--- src/rtl/tone_synth_if.sv ---
// Frequency-request handshake and sample-stream signals of the tone synthesizer.
// The master side drives requests and sample strobes; the slave side is the synthesizer.
interface tone_synth_if #(
  parameter int SIG_WIDTH = 9,
  parameter int WIDTH     = 32
);
  logic [WIDTH-1:0]            f_in;
  logic                        f_in_valid;
  logic                        f_ready_out;
  logic                        sample_tick_in;
  logic                        enable_in;
  logic [1:0]                  wave_sel_in;
  logic signed [SIG_WIDTH-1:0] sig_out;
  logic                        sig_out_valid;

  modport master (
    output f_in, f_in_valid, sample_tick_in, enable_in, wave_sel_in,
    input  f_ready_out, sig_out, sig_out_valid
  );

  modport slave (
    input  f_in, f_in_valid, sample_tick_in, enable_in, wave_sel_in,
    output f_ready_out, sig_out, sig_out_valid
  );
endinterface

--- src/rtl/tone_synth.sv ---
// Phase-accumulator tone generator; the Q16.16 Hz request is turned into a phase
// increment by a bit-serial restoring divider and applied on the next sample tick.
module tone_synth #(
  parameter int SIG_WIDTH   = 9,
  parameter int WIDTH       = 32,
  parameter int DEC_WIDTH   = 16,
  parameter int SAMPLE_RATE = 8000,
  parameter int PHASE_WIDTH = 24,
  parameter int F_MAX       = 1000
) (
  input  logic       clk_in,
  input  logic       rst_in,
  tone_synth_if.slave bus
);
  localparam int SHIFT = PHASE_WIDTH - DEC_WIDTH;
  localparam int NUM_W = WIDTH + SHIFT;
  localparam int CNT_W = $clog2(NUM_W);
  localparam int DIV_W = $clog2(SAMPLE_RATE) + 1;
  localparam int M     = PHASE_WIDTH - 1;
  localparam int S     = SIG_WIDTH;
  localparam logic [WIDTH-1:0] F_CLAMP = WIDTH'(F_MAX) << DEC_WIDTH;
  localparam logic [DIV_W-1:0] DIVISOR = DIV_W'(SAMPLE_RATE);
  localparam logic [CNT_W-1:0] CNT_TOP = CNT_W'(NUM_W - 1);
  localparam logic [CNT_W-1:0] CNT_ONE = {{(CNT_W-1){1'b0}}, 1'b1};

  typedef enum logic [1:0] {ST_IDLE = 2'd0, ST_DIV = 2'd1, ST_DONE = 2'd2} state_t;

  state_t                 state_r, state_s;
  logic [NUM_W-1:0]       num_r;
  logic [CNT_W-1:0]       cnt_r;
  logic [DIV_W-2:0]       rem_r, rem_s;
  logic [DIV_W-1:0]       shift_s;
  logic                   qbit_s;
  logic [PHASE_WIDTH-1:0] quo_r, pend_inc_r, active_inc_r, phase_r, inc_eff_s;
  logic [WIDTH-1:0]       f_c_s;
  logic                   pend_valid_r, f_ready_r, sig_valid_r;
  logic [S-1:0]           sig_r;

  // Top S+1 phase bits select the sample; lower bits only carry the fraction.
  function automatic logic [S-1:0] wave_f(input logic [S:0] top, input logic [1:0] sel);
    logic [S-1:0] t;
    t = top[S-1:0] ^ {S{top[S]}};
    case (sel)
      2'b01:   wave_f = {~t[S-1], t[S-2:0]};
      2'b10:   wave_f = {~top[S], top[S-1:1]};
      default: wave_f = top[S] ? {1'b1, {(S-1){1'b0}}} : {1'b0, {(S-1){1'b1}}};
    endcase
  endfunction

  // Next-state logic of the divider sequencer.
  always_comb begin
    state_s = state_r;
    case (state_r)
      ST_IDLE: begin
        if (bus.f_in_valid) state_s = ST_DIV;
        else                state_s = ST_IDLE;
      end
      ST_DIV: begin
        if (cnt_r == {CNT_W{1'b0}}) state_s = ST_DONE;
        else                        state_s = ST_DIV;
      end
      ST_DONE: state_s = ST_IDLE;
      default: state_s = ST_IDLE;
    endcase
  end

  // One restoring-division step, request clamp and effective increment.
  always_comb begin
    shift_s = {rem_r, num_r[cnt_r]};
    if (shift_s >= DIVISOR) begin
      rem_s  = (DIV_W-1)'(shift_s - DIVISOR);
      qbit_s = 1'b1;
    end else begin
      rem_s  = shift_s[DIV_W-2:0];
      qbit_s = 1'b0;
    end
    if (bus.f_in > F_CLAMP) f_c_s = F_CLAMP;
    else                    f_c_s = bus.f_in;
    if (pend_valid_r) inc_eff_s = pend_inc_r;
    else              inc_eff_s = active_inc_r;
  end

  // Divider state, operands and pending increment.
  always_ff @(posedge clk_in) begin
    if (!rst_in) begin
      state_r    <= ST_IDLE;
      f_ready_r  <= 1'b1;
      num_r      <= {NUM_W{1'b0}};
      cnt_r      <= {CNT_W{1'b0}};
      rem_r      <= {(DIV_W-1){1'b0}};
      quo_r      <= {PHASE_WIDTH{1'b0}};
      pend_inc_r <= {PHASE_WIDTH{1'b0}};
    end else begin
      state_r   <= state_s;
      f_ready_r <= (state_s == ST_IDLE);
      case (state_r)
        ST_IDLE: begin
          if (bus.f_in_valid) begin
            num_r <= {f_c_s, {SHIFT{1'b0}}};
            cnt_r <= CNT_TOP;
            rem_r <= {(DIV_W-1){1'b0}};
            quo_r <= {PHASE_WIDTH{1'b0}};
          end
        end
        ST_DIV: begin
          rem_r <= rem_s;
          quo_r <= {quo_r[PHASE_WIDTH-2:0], qbit_s};
          cnt_r <= cnt_r - CNT_ONE;
        end
        ST_DONE: pend_inc_r <= quo_r;
        default: ;
      endcase
    end
  end

  // Sample path: increment hand-over, phase accumulation and output sample.
  always_ff @(posedge clk_in) begin
    if (!rst_in) begin
      pend_valid_r <= 1'b0;
      active_inc_r <= {PHASE_WIDTH{1'b0}};
      phase_r      <= {PHASE_WIDTH{1'b0}};
      sig_r        <= {S{1'b0}};
      sig_valid_r  <= 1'b0;
    end else begin
      sig_valid_r <= bus.sample_tick_in;
      // A freshly finished divide wins over a tick consuming the older result.
      if (state_r == ST_DONE)      pend_valid_r <= 1'b1;
      else if (bus.sample_tick_in) pend_valid_r <= 1'b0;
      if (bus.sample_tick_in) begin
        active_inc_r <= inc_eff_s;
        if (!bus.enable_in) begin
          sig_r   <= {S{1'b0}};
          phase_r <= {PHASE_WIDTH{1'b0}};
        end else if (inc_eff_s == {PHASE_WIDTH{1'b0}}) begin
          sig_r   <= {S{1'b0}};
        end else begin
          sig_r   <= wave_f(phase_r[M -: S+1], bus.wave_sel_in);
          phase_r <= phase_r + inc_eff_s;
        end
      end
    end
  end

  assign bus.f_ready_out   = f_ready_r;
  assign bus.sig_out       = sig_r;
  assign bus.sig_out_valid = sig_valid_r;
endmodule

--- src/flat_wrapper.sv ---
// flat-port wrapper written by rule: the top's interface ports become plain ports
module tone_synth_flat 
#(
  parameter int SIG_WIDTH   = 9,
  parameter int WIDTH       = 32,
  parameter int DEC_WIDTH   = 16,
  parameter int SAMPLE_RATE = 8000,
  parameter int PHASE_WIDTH = 24,
  parameter int F_MAX       = 1000
)
  (clk_in, rst_in, bus_f_in, bus_f_in_valid, bus_sample_tick_in, bus_enable_in, bus_wave_sel_in, bus_f_ready_out, bus_sig_out, bus_sig_out_valid);
  tone_synth_if #(.SIG_WIDTH(SIG_WIDTH), .WIDTH(WIDTH)) bus_i ();
  input  logic clk_in;
  input  logic rst_in;
  input wire logic [$bits(bus_i.f_in)-1:0] bus_f_in;
  input wire logic [$bits(bus_i.f_in_valid)-1:0] bus_f_in_valid;
  input wire logic [$bits(bus_i.sample_tick_in)-1:0] bus_sample_tick_in;
  input wire logic [$bits(bus_i.enable_in)-1:0] bus_enable_in;
  input wire logic [$bits(bus_i.wave_sel_in)-1:0] bus_wave_sel_in;
  output wire logic [$bits(bus_i.f_ready_out)-1:0] bus_f_ready_out;
  output wire logic [$bits(bus_i.sig_out)-1:0] bus_sig_out;
  output wire logic [$bits(bus_i.sig_out_valid)-1:0] bus_sig_out_valid;
  assign bus_i.f_in = bus_f_in;
  assign bus_i.f_in_valid = bus_f_in_valid;
  assign bus_i.sample_tick_in = bus_sample_tick_in;
  assign bus_i.enable_in = bus_enable_in;
  assign bus_i.wave_sel_in = bus_wave_sel_in;
  assign bus_f_ready_out = bus_i.f_ready_out;
  assign bus_sig_out = bus_i.sig_out;
  assign bus_sig_out_valid = bus_i.sig_out_valid;
  tone_synth #(.SIG_WIDTH(SIG_WIDTH), .WIDTH(WIDTH), .DEC_WIDTH(DEC_WIDTH), .SAMPLE_RATE(SAMPLE_RATE), .PHASE_WIDTH(PHASE_WIDTH), .F_MAX(F_MAX)) u_core (.clk_in(clk_in), .rst_in(rst_in), .bus(bus_i));
endmodule
--- config.mk ---
export PLATFORM = sky130hd
export DESIGN_NAME = tone_synth_flat
export DESIGN_NICKNAME = d
export VERILOG_FILES = /design/src/rtl/tone_synth_if.sv /design/src/rtl/tone_synth.sv /design/src/flat_wrapper.sv
export SDC_FILE = /design/constraint.sdc
export NUM_CORES = 1
export LEC_CHECK = 0
export CAP_MARGIN = 40
export CORE_ASPECT_RATIO = 1.2
export CORE_UTILIZATION = 53
export DETAILED_ROUTE_END_ITERATION = 16
export HOLD_SLACK_MARGIN = 0.02
export PLACE_DENSITY = 0.79
export SLEW_MARGIN = 20
export SYNTH_ARGS = -nofsm -noshare
export SYNTH_HDL_FRONTEND = slang
export SYNTH_SLANG_ARGS = --single-unit
--- constraint.sdc ---
create_clock -name clk_in -period 3.6 [get_ports clk_in]
set_input_delay 0.54 -clock clk_in [delete_from_list [all_inputs] [get_ports clk_in]]
set_output_delay 0.54 -clock clk_in [all_outputs]
set_load 0.1 [all_outputs]
==> results of run 1 <==
## worst paths after layout
path / cells after the start / startpoint / slack (ns) / end
worst max-delay path: 11 / u_core.pend_valid_r / 0.21 / u_core.phase_r[23]
worst min-delay path: 2 / u_core.pend_inc_r[11] / 0.46 / u_core.pend_inc_r[11]
worst min register to register: 2 / u_core.pend_inc_r[11] / 0.46 / u_core.pend_inc_r[11]
worst max register to register: 11 / u_core.pend_valid_r / 0.21 / u_core.phase_r[23]
## kinds of logic after synthesis
group                      count (synthesis)  synth area share [%]
and+or+nand+nor                          307                  18.5
AOI/OAI and AO/OA                        212                  19.6
DFF                                      161                  42.5
buffers and inverters                     74                  3.86
muxes                                     40                  6.98
xor gates and xnor gates                  31                  3.58
adders and majority gates                 30                  5.05
## stage by stage
step / worst slack, ns / total power [W] / cell area [um2] / hold slack, ns / util, %
3_3_place_gp: 0.301 / 0.00242 / 8210 / 0.448 / 59.1
6_report: 0.208 / 0.00429 / 9010 / 0.463 / 64.9
3_5_place_dp: 0.268 / 0.00245 / 8390 / 0.445 / 60.5
2_1_floorplan: 0.0711 / 0.00227 / 7590 / 0.430 / -
5_1_grt: 0.0234 / 0.00444 / 9010 / 0.479 / 64.9
4_1_cts: 0.235 / 0.00431 / 9010 / 0.463 / 64.9
## worst max-delay path, cell delays in order (launching register included)
cell and delay, ns:
dfxtp_1 0.47, buf_4 0.24, mux2_2 0.36, ha_1 0.38, and4_1 0.26, and4_1 0.19, a32oi_1 0.23, o311a_2 0.24
nor3_2 0.06, a2111oi_4 0.39, xnor2_1 0.12, a311o_1 0.35
## state kept, by name, summed over array words and instances (netlist names)
name	flops
u_core.num_r	32
u_core.active_inc_r	24
u_core.pend_inc_r	24
u_core.phase_r	24
u_core.quo_r	24
u_core.rem_r	13
u_core.bus.sig_out	9
u_core.cnt_r	6
u_core.state_r	2
u_core.bus.f_ready_out	1
u_core.bus.sig_out_valid	1
u_core.pend_valid_r	1
## Yosys cell counts (all sizes together), types with 2 or more instances
cell type	n	area, um2
o211ai	2	15.0
a22o	35	307
a221oi	8	70.1
a22oi	29	218
nor2	110	413
o21bai	2	15.0
nand2	87	327
mux4	8	180
buf	16	75.1
a311oi	2	17.5
mux2i	12	124
and3	11	73.8
nand3	9	45.0
a21o	8	60.1
nor4	16	100
o21a	2	15.0
a2111oi	2	36.3
dfxtp	161	3220
nor3	38	195
o2bb2ai	8	70.1
nor2b	3	18.8
xnor2	16	140
xor2	15	131
and4	4	35.0
or2	2	12.5
ha	29	363
a31oi	2	12.5
o31ai	3	22.5
nand2b	3	18.8
or3	3	18.8
a211o	3	26.3
nand3b	2	15.0
a21oi	58	290
inv	20	75.1
o22ai	2	12.5
a211oi	10	75.1
and2	11	68.8
o21ai	27	135
mux2	20	225
nand4	5	31.3
clkbuf	38	143
## report_power, final
part,switching (W),internal (W)
logic,0.000303,0.000215
clock network,0.000732,0.00115
registers,0.0000614,0.00183
total,0.00110,0.00320
## layer usage
metal  global-route usage [%]  wire length [um]  vias up
met5                        0                 0        -
met4                     10.5               465        0
met3                     5.13               602       41
met2                     44.6              9120      149
met1                     29.0              7650     3072
li1                         -                 -     3172
## final cells by class
class | count | share of cell area (%)
clock buffers | 20 | 5.18
multi-input cells | 620 | 45.3
inverters | 20 | 0.833
repair buffers | 78 | 8.82
well taps | 171 | 2.37
flip-flops and latches | 161 | 35.8
clock inverters | 12 | 1.71
==> flow_metrics.tcl, run 1 <==
set metrics [dict create \
    final.setup_skew_ns 0.00550 \
    syn_inst 855 \
    ys_ff_latch 161 \
    multi_input_area_um2 4080 \
    fin_nets 967 \
    grt_pass1_wl_um 29600 \
    vias_per_cell 5.95 \
    grt-ovfl-total 0 \
    setup-tns-final_ns 0 \
    max_slew_margin_pct 52.0 \
    synthArstFlopShare_pct 0 \
    antenna_found_initial 0 \
    firstDrtPassIters 11 \
    cts-root-buf "clkbuf_16" \
    instances_no_fill 1082 \
    drive_above_1_share_pct 11.0 \
    syn-num-nets 924 \
    crit_path_start_kind "flip-flop" \
    core_area_um2 13900 \
    finalMaxSlewViolations 0 \
    clockBufferDepth 2 \
    crit_type "reg2reg" \
    syn2layout_area_growth_pct 18.8 \
    fmax_ghz 0.295 \
    ff_latch_area_um2 3220 \
    wl_per_cell_um 16.5 \
    drc_errors 2 \
    maxCapViolations 0 \
    cts_setup_buffers 0 \
    clock_latency_ns 0.43 \
    ir_worst_vdd_mv 0.262 \
    critPathCaptureType "flip-flop" \
    power_density_nw_per_um2 476 \
    dp_hpwl_um 12400 \
    final_cell_mix "dfxtp_1 (161), nor2_1 (109), nand2_1 (87)" \
    cp.required_ns 3.92 \
    clk_pin_slew_worst_paths_ns 0.06 \
    holdBufCountCts 0 \
    run_status "finished with violations" \
    violations "DRC" \
    ys.flop_type "dfxtp_1" \
    io_buffers 49 \
    grt_setup_unrepaired "false" \
    ys.warnings.count 0 \
    antenna_left 0 \
    p_leak_nw 3.56 \
    synth-edff-count 0 \
    cts_tree "built" \
    ys_types 62 \
    dpl.cell_count 1050 \
    path_max_fanout 9 \
    grt_use_total_pct 25.0 \
    clock-sinks 161 \
    first_global_vias 6216 \
    final_common_cell "dfxtp_1" \
    vias 6434 \
    num-fill-cells 1119 \
    min_period_ns 3.39 \
    routed_wl_um 17800 \
    num_rows 47 \
    synth_area_um2 7590 \
    start_util_pct 54.7 \
    place_congestion 0.932 \
    syn_area_per_cell_um2 8.87 \
    post-route-period-util_pct 94.2 \
    cts_max_level 4 \
    die_w_um 111 \
    setup_viol 0 \
    hp-class "reg2reg" \
    drt_iter0_markers 421 \
    dieArea_um2 14800 \
    cts_buffers 17 \
    final_hold_viol_count 0 \
    grt_max_degree 69 \
    cp_data_arrival_time_ns 3.71 \
    n_antenna_cell 0 \
    max_slew.worst_pin.slew_ns 0.718 \
    seq_area_frac_synth_pct 42.5 \
    die_h_um 133 \
    ctsResizeCount 0 \
    io_pins 50 \
]
(Power assumes the default switching activity.)
==> inputs of run 2 (changes only) <==
- MAX_ROUTING_LAYER: unset -> met4
==> run 2 against run 1 <==
Net effect: the flow still finishes with violations (DRC); global-route usage up 1.0 points; non-clock buffer count up 1; clock skew rose by 0.0091 ns; power shrank 2.8%; register-to-register slack gained 0.05 ns; routed wire length increased by 0.80%; critical endpoint unchanged; largest power group unchanged.
==> flow_metrics.tcl, run 2 (synthesis results as in run 1) <==
set metrics [dict create \
    syn2layout_area_growth_pct 18.4 \
    post-route-period-util_pct 92.9 \
    clockBufferDepth 2 \
    cp_data_arrival_time_ns 3.66 \
    critPathCaptureType "flip-flop" \
    holdBufCountCts 0 \
    cts_max_level 4 \
    p_leak_nw 3.53 \
    final_cell_mix "dfxtp_1 (161), nor2_1 (109), nand2_1 (87)" \
    num_rows 47 \
    drc_errors 2 \
    ctsResizeCount 0 \
    run_status "finished with violations" \
    die_w_um 111 \
    largest_reg_flops 32 \
    multi_input_area_um2 4080 \
    antenna_found_initial 0 \
    path_max_fanout 11 \
    finalMaxSlewViolations 0 \
    worstHoldStart "u_core.quo_r[23]" \
    fmax_ghz 0.299 \
    grt_pass1_wl_um 29900 \
    cts_buffers 17 \
    min_period_ns 3.35 \
    grt-ovfl-total 0 \
    maxCapViolations 0 \
    io_buffers 49 \
    clk_pin_slew_worst_paths_ns 0.06 \
    violations "DRC" \
    grt_setup_unrepaired "false" \
    drive_above_1_share_pct 11.1 \
    wl_per_cell_um 16.6 \
    final_util_pct 64.7 \
    dp_hpwl_um 12400 \
    core_area_um2 13900 \
    crit_path_start_kind "flip-flop" \
    start_util_pct 54.7 \
    cts_setup_buffers 0 \
    crit_type "reg2reg" \
    dieArea_um2 14800 \
    r2r_setup_slack_ns 0.25 \
    cts_tree "built" \
    firstDrtPassIters 12 \
    max_slew_margin_pct 51.2 \
    die_h_um 133 \
    ir_worst_vdd_mv 0.329 \
    final_common_cell "dfxtp_1" \
    r2r_start "u_core.pend_valid_r" \
    power_density_nw_per_um2 465 \
    largest_register "u_core.num_r" \
    grt_max_degree 58 \
    clock-sinks 161 \
    hp-class "reg2reg" \
    vias_per_cell 5.91 \
    cp.required_ns 3.92 \
    final.setup_skew_ns 0.0146 \
    routed_wl_um 18000 \
    first_global_vias 6102 \
    io_pins 50 \
    cp-startpoint "u_core.pend_valid_r" \
    cts-root-buf "clkbuf_16" \
    setup-tns-final_ns 0 \
    place_congestion 0.907 \
    num-fill-cells 1151 \
    clock_latency_ns 0.43 \
    drt_iter0_markers 450 \
    fin_nets 968 \
    vias 6400 \
    max_slew.worst_pin.slew_ns 0.731 \
    grt_use_total_pct 26.0 \
    n_antenna_cell 0 \
    setup_viol 0 \
    ff_latch_area_um2 3220 \
    final_hold_viol_count 0 \
    antenna_left 0 \
]
[run 2: cell count changes in the layout (fill, tap and decap cells not counted), sizes merged]
cell	previous run	this run
clkinvlp	0	5
inv	22	23
bufinv	3	1
buf	29	30
clkbuf	20	19
clkinv	7	4
[run 2: path summary, 6_finish.rpt]
| check | to | depth (start not counted) |
|---|---|---|
| max | u_core.phase_r[23] | 11 |
| min | u_core.pend_inc_r[23] | 2 |
| max reg2reg | u_core.phase_r[23] | 11 |
| min reg2reg | u_core.pend_inc_r[23] | 2 |
[run 2: area by class of cell]
class,count,share of cell area [%]
well taps,171,2.38
repair buffers,79,8.95
multi-input cells,620,45.5
flip-flops and latches,161,35.9
inverters,20,0.836
clock buffers,19,5.04
clock inverters,13,1.42
[run 2: critical path, stage by stage (launching register included)]
cell and delay, ns:
dfxtp_1 0.41, buf_4 0.23, mux2_2 0.38, ha_1 0.37, and4_1 0.26, and4_1 0.19, a32oi_1 0.23, o311a_2 0.25
nor3_2 0.06, a2111oi_4 0.40, xnor2_1 0.11, a311o_1 0.35
[run 2: routing by layer]
layer  vias up  track usage, %  part of all wire (%)
li1       3167               -                     -
met1      3058            30.4                    43
met2       141            43.6                    51
met3        34            5.18                   3.6
met4         0            11.0                   2.7
met5         -               -                     0
[run 2: power by group]
group | internal (W) | switching (W)
combinational | 0.000216 | 0.000306
sequential | 0.00183 | 0.0000612
clock | 0.000998 | 0.000758
[run 2: stage by stage]
step                      setup WS (ns)  area [um2]  hold WS (ns)  total power (W)  cells
final                             0.254        8980         0.455          0.00417   1083
after global routing             0.0200        8980         0.467          0.00433   1083
after CTS                         0.294        8960         0.456          0.00419   1081
after detailed placement          0.343        8380         0.447          0.00245   1049
after global placement            0.372        8210         0.444          0.00242   1037
after floorplan                  0.0711        7590         0.430          0.00227    855
==> inputs of run 3 (changes only) <==
- ABC_CLOCK_PERIOD_IN_PS: unset -> 3600
- CORE_MARGIN: unset -> 2
==> run 3 against run 2 <==
Net effect: the run still ends with DRC left; cell count fell by 0.18%; utilization rose by 0.30 points; cell area rose by 0.46%; sequential share of layout area fell by 0.16 points; power rose by 2.5%; critical path depth did not move; die area rose by 3.3%; combinational power barely moved; critical path type unchanged; non-clock buffer count fell by 1; critical endpoint unchanged; sequential cell count did not move; routed wire length fell by 4.8%; count of clock-buffer cells in the layout rose by 4; highest routed layer unchanged.
==> flow_metrics.tcl, run 3 (synthesis results as in run 1) <==
set metrics [dict create \
    final_util_pct 65.0 \
    cts_buffers 17 \
    routed_wl_um 17100 \
    grt_pass1_wl_um 29000 \
    path_max_fanout 12 \
    path_cells "buf_4, mux2_2, ha_1, and4_1, and4_1, a32oi_1, o311a_2, nor3_2, a2111oi_4, xnor2_1, a311o_1" \
    core_area_um2 13900 \
    final.setup_skew_ns 0.00573 \
    largest_reg_flops 32 \
    crit_buf_inv 1 \
    multi_input_area_um2 4080 \
    setup_viol 0 \
    cp_data_arrival_time_ns 3.65 \
    hp-class "reg2reg" \
    clk_pin_slew_worst_paths_ns 0.06 \
    io_pins 50 \
    ir_worst_vdd_mv 0.360 \
    clockBufferDepth 2 \
    vias_per_cell 5.90 \
    cts_tree "built" \
    syn2layout_area_growth_pct 18.9 \
    ff_latch_area_um2 3220 \
    setup-tns-final_ns 0 \
    pre_cts_slack_ns 0.312 \
    dieArea_um2 15300 \
    grt_use_total_pct 24.1 \
    critPathCaptureType "flip-flop" \
    num-fill-cells 1124 \
    ctsResizeCount 0 \
    grt_max_degree 74 \
    cts_max_level 4 \
    run_status "finished with violations" \
    n_antenna_cell 0 \
    ff2ff_path_depth 11 \
    maxCapViolations 0 \
    final_common_cell "dfxtp_1" \
    dp_hpwl_um 12100 \
    place_congestion 0.906 \
    num_rows 47 \
    first_global_vias 6151 \
    largest_register "u_core.num_r" \
    grt_setup_unrepaired "false" \
    cp_num_cells 11 \
    die_h_um 135 \
    start_util_pct 54.7 \
    max_slew_margin_pct 50.1 \
    p_leak_nw 3.55 \
    worst_hold_path.num_cells 2 \
    crit_type "reg2reg" \
    fin_nets 967 \
    final_cell_mix "dfxtp_1 (161), nor2_1 (109), nand2_1 (87)" \
    fmax_ghz 0.299 \
    power_density_nw_per_um2 474 \
    final_hold_viol_count 0 \
    drive_above_1_share_pct 10.7 \
    finalMaxSlewViolations 0 \
    min_period_ns 3.34 \
    critPathSlowestCell "a2111oi_4" \
    vias 6376 \
    cts_setup_buffers 0 \
    antenna_found_initial 0 \
    clock_latency_ns 0.42 \
    crit_path_start_kind "flip-flop" \
    cp.required_ns 3.91 \
    r2r_setup_slack_ns 0.26 \
    holdBufCountCts 0 \
    violations "DRC" \
    slowest_delay_ns 0.40 \
    cp_common_cell "and4_1" \
    whs_ns 0.456 \
    antenna_left 0 \
    io_buffers 49 \
    cpLargestDelayFamily "compound AO/OA/AOI/OAI gates" \
    max_slew.worst_pin.slew_ns 0.749 \
    firstDrtPassIters 11 \
    cts-root-buf "clkbuf_16" \
    drt_iter0_markers 441 \
    grt-ovfl-total 0 \
    die_w_um 113 \
    drc_errors 1 \
    clock-sinks 161 \
    wl_per_cell_um 15.8 \
    post-route-period-util_pct 92.8 \
    setup_ws_ns 0.257 \
]
==> run 3: cell types whose count changed in the layout (fill, tap and decap cells not counted), moves of 2 or more <==
cell and delta:
clkinvlp_4 -2, clkinv_4 -3, bufinv_16 +2, clkbuf_8 +2, clkbuf_1 +2
==> run 3: area by class of cell <==
cell class / count / share of cell area [%]
clock buffer: 23 / 5.41
multi-input combinational: 620 / 45.3
inverter: 20 / 0.832
sequential: 161 / 35.7
clock inverter: 8 / 1.40
timing repair buffer: 78 / 8.99
tap: 171 / 2.37
==> run 3: worst paths after layout <==
kind                                               to                 from
worst max register to register     u_core.phase_r[23]  u_core.pend_valid_r
worst min register to register  u_core.pend_inc_r[23]     u_core.quo_r[23]
worst min-delay path            u_core.pend_inc_r[23]     u_core.quo_r[23]
worst max-delay path               u_core.phase_r[23]  u_core.pend_valid_r
==> run 3: through the flow <==
| stage | cell area, um2 | power (W) | std cells |
|---|---|---|---|
| after detailed placement | 8390 | 0.00245 | 1049 |
| after global routing | 9020 | 0.00443 | 1081 |
| after global placement | 8210 | 0.00241 | 1037 |
| after CTS | 9010 | 0.00430 | 1080 |
| final | 9020 | 0.00427 | 1081 |
| after floorplan | 7590 | 0.00227 | 855 |
==> run 3: per-layer routing <==
layer	share of wire, %	routed length [um]	GRT usage (%)	up-vias
met3	3.0	513	3.77	34
met4	2.5	422	9.69	0
met2	52	8830	41.9	126
li1	-	-	-	3177
met1	43	7350	27.9	3039
met5	0	0	-	-
==> run 3: power breakdown <==
part	total (W)	internal [W]	switching, W
Combinational	0.000522	0.000217	0.000305
Sequential	0.00189	0.00183	0.0000591
Clock	0.00186	0.00116	0.000698
==> run 3: worst min-delay path: stages, from the launching register on <==
cell     delay [ns]
dfxtp_1        0.31
nand2_1        0.05
a21oi_1        0.05
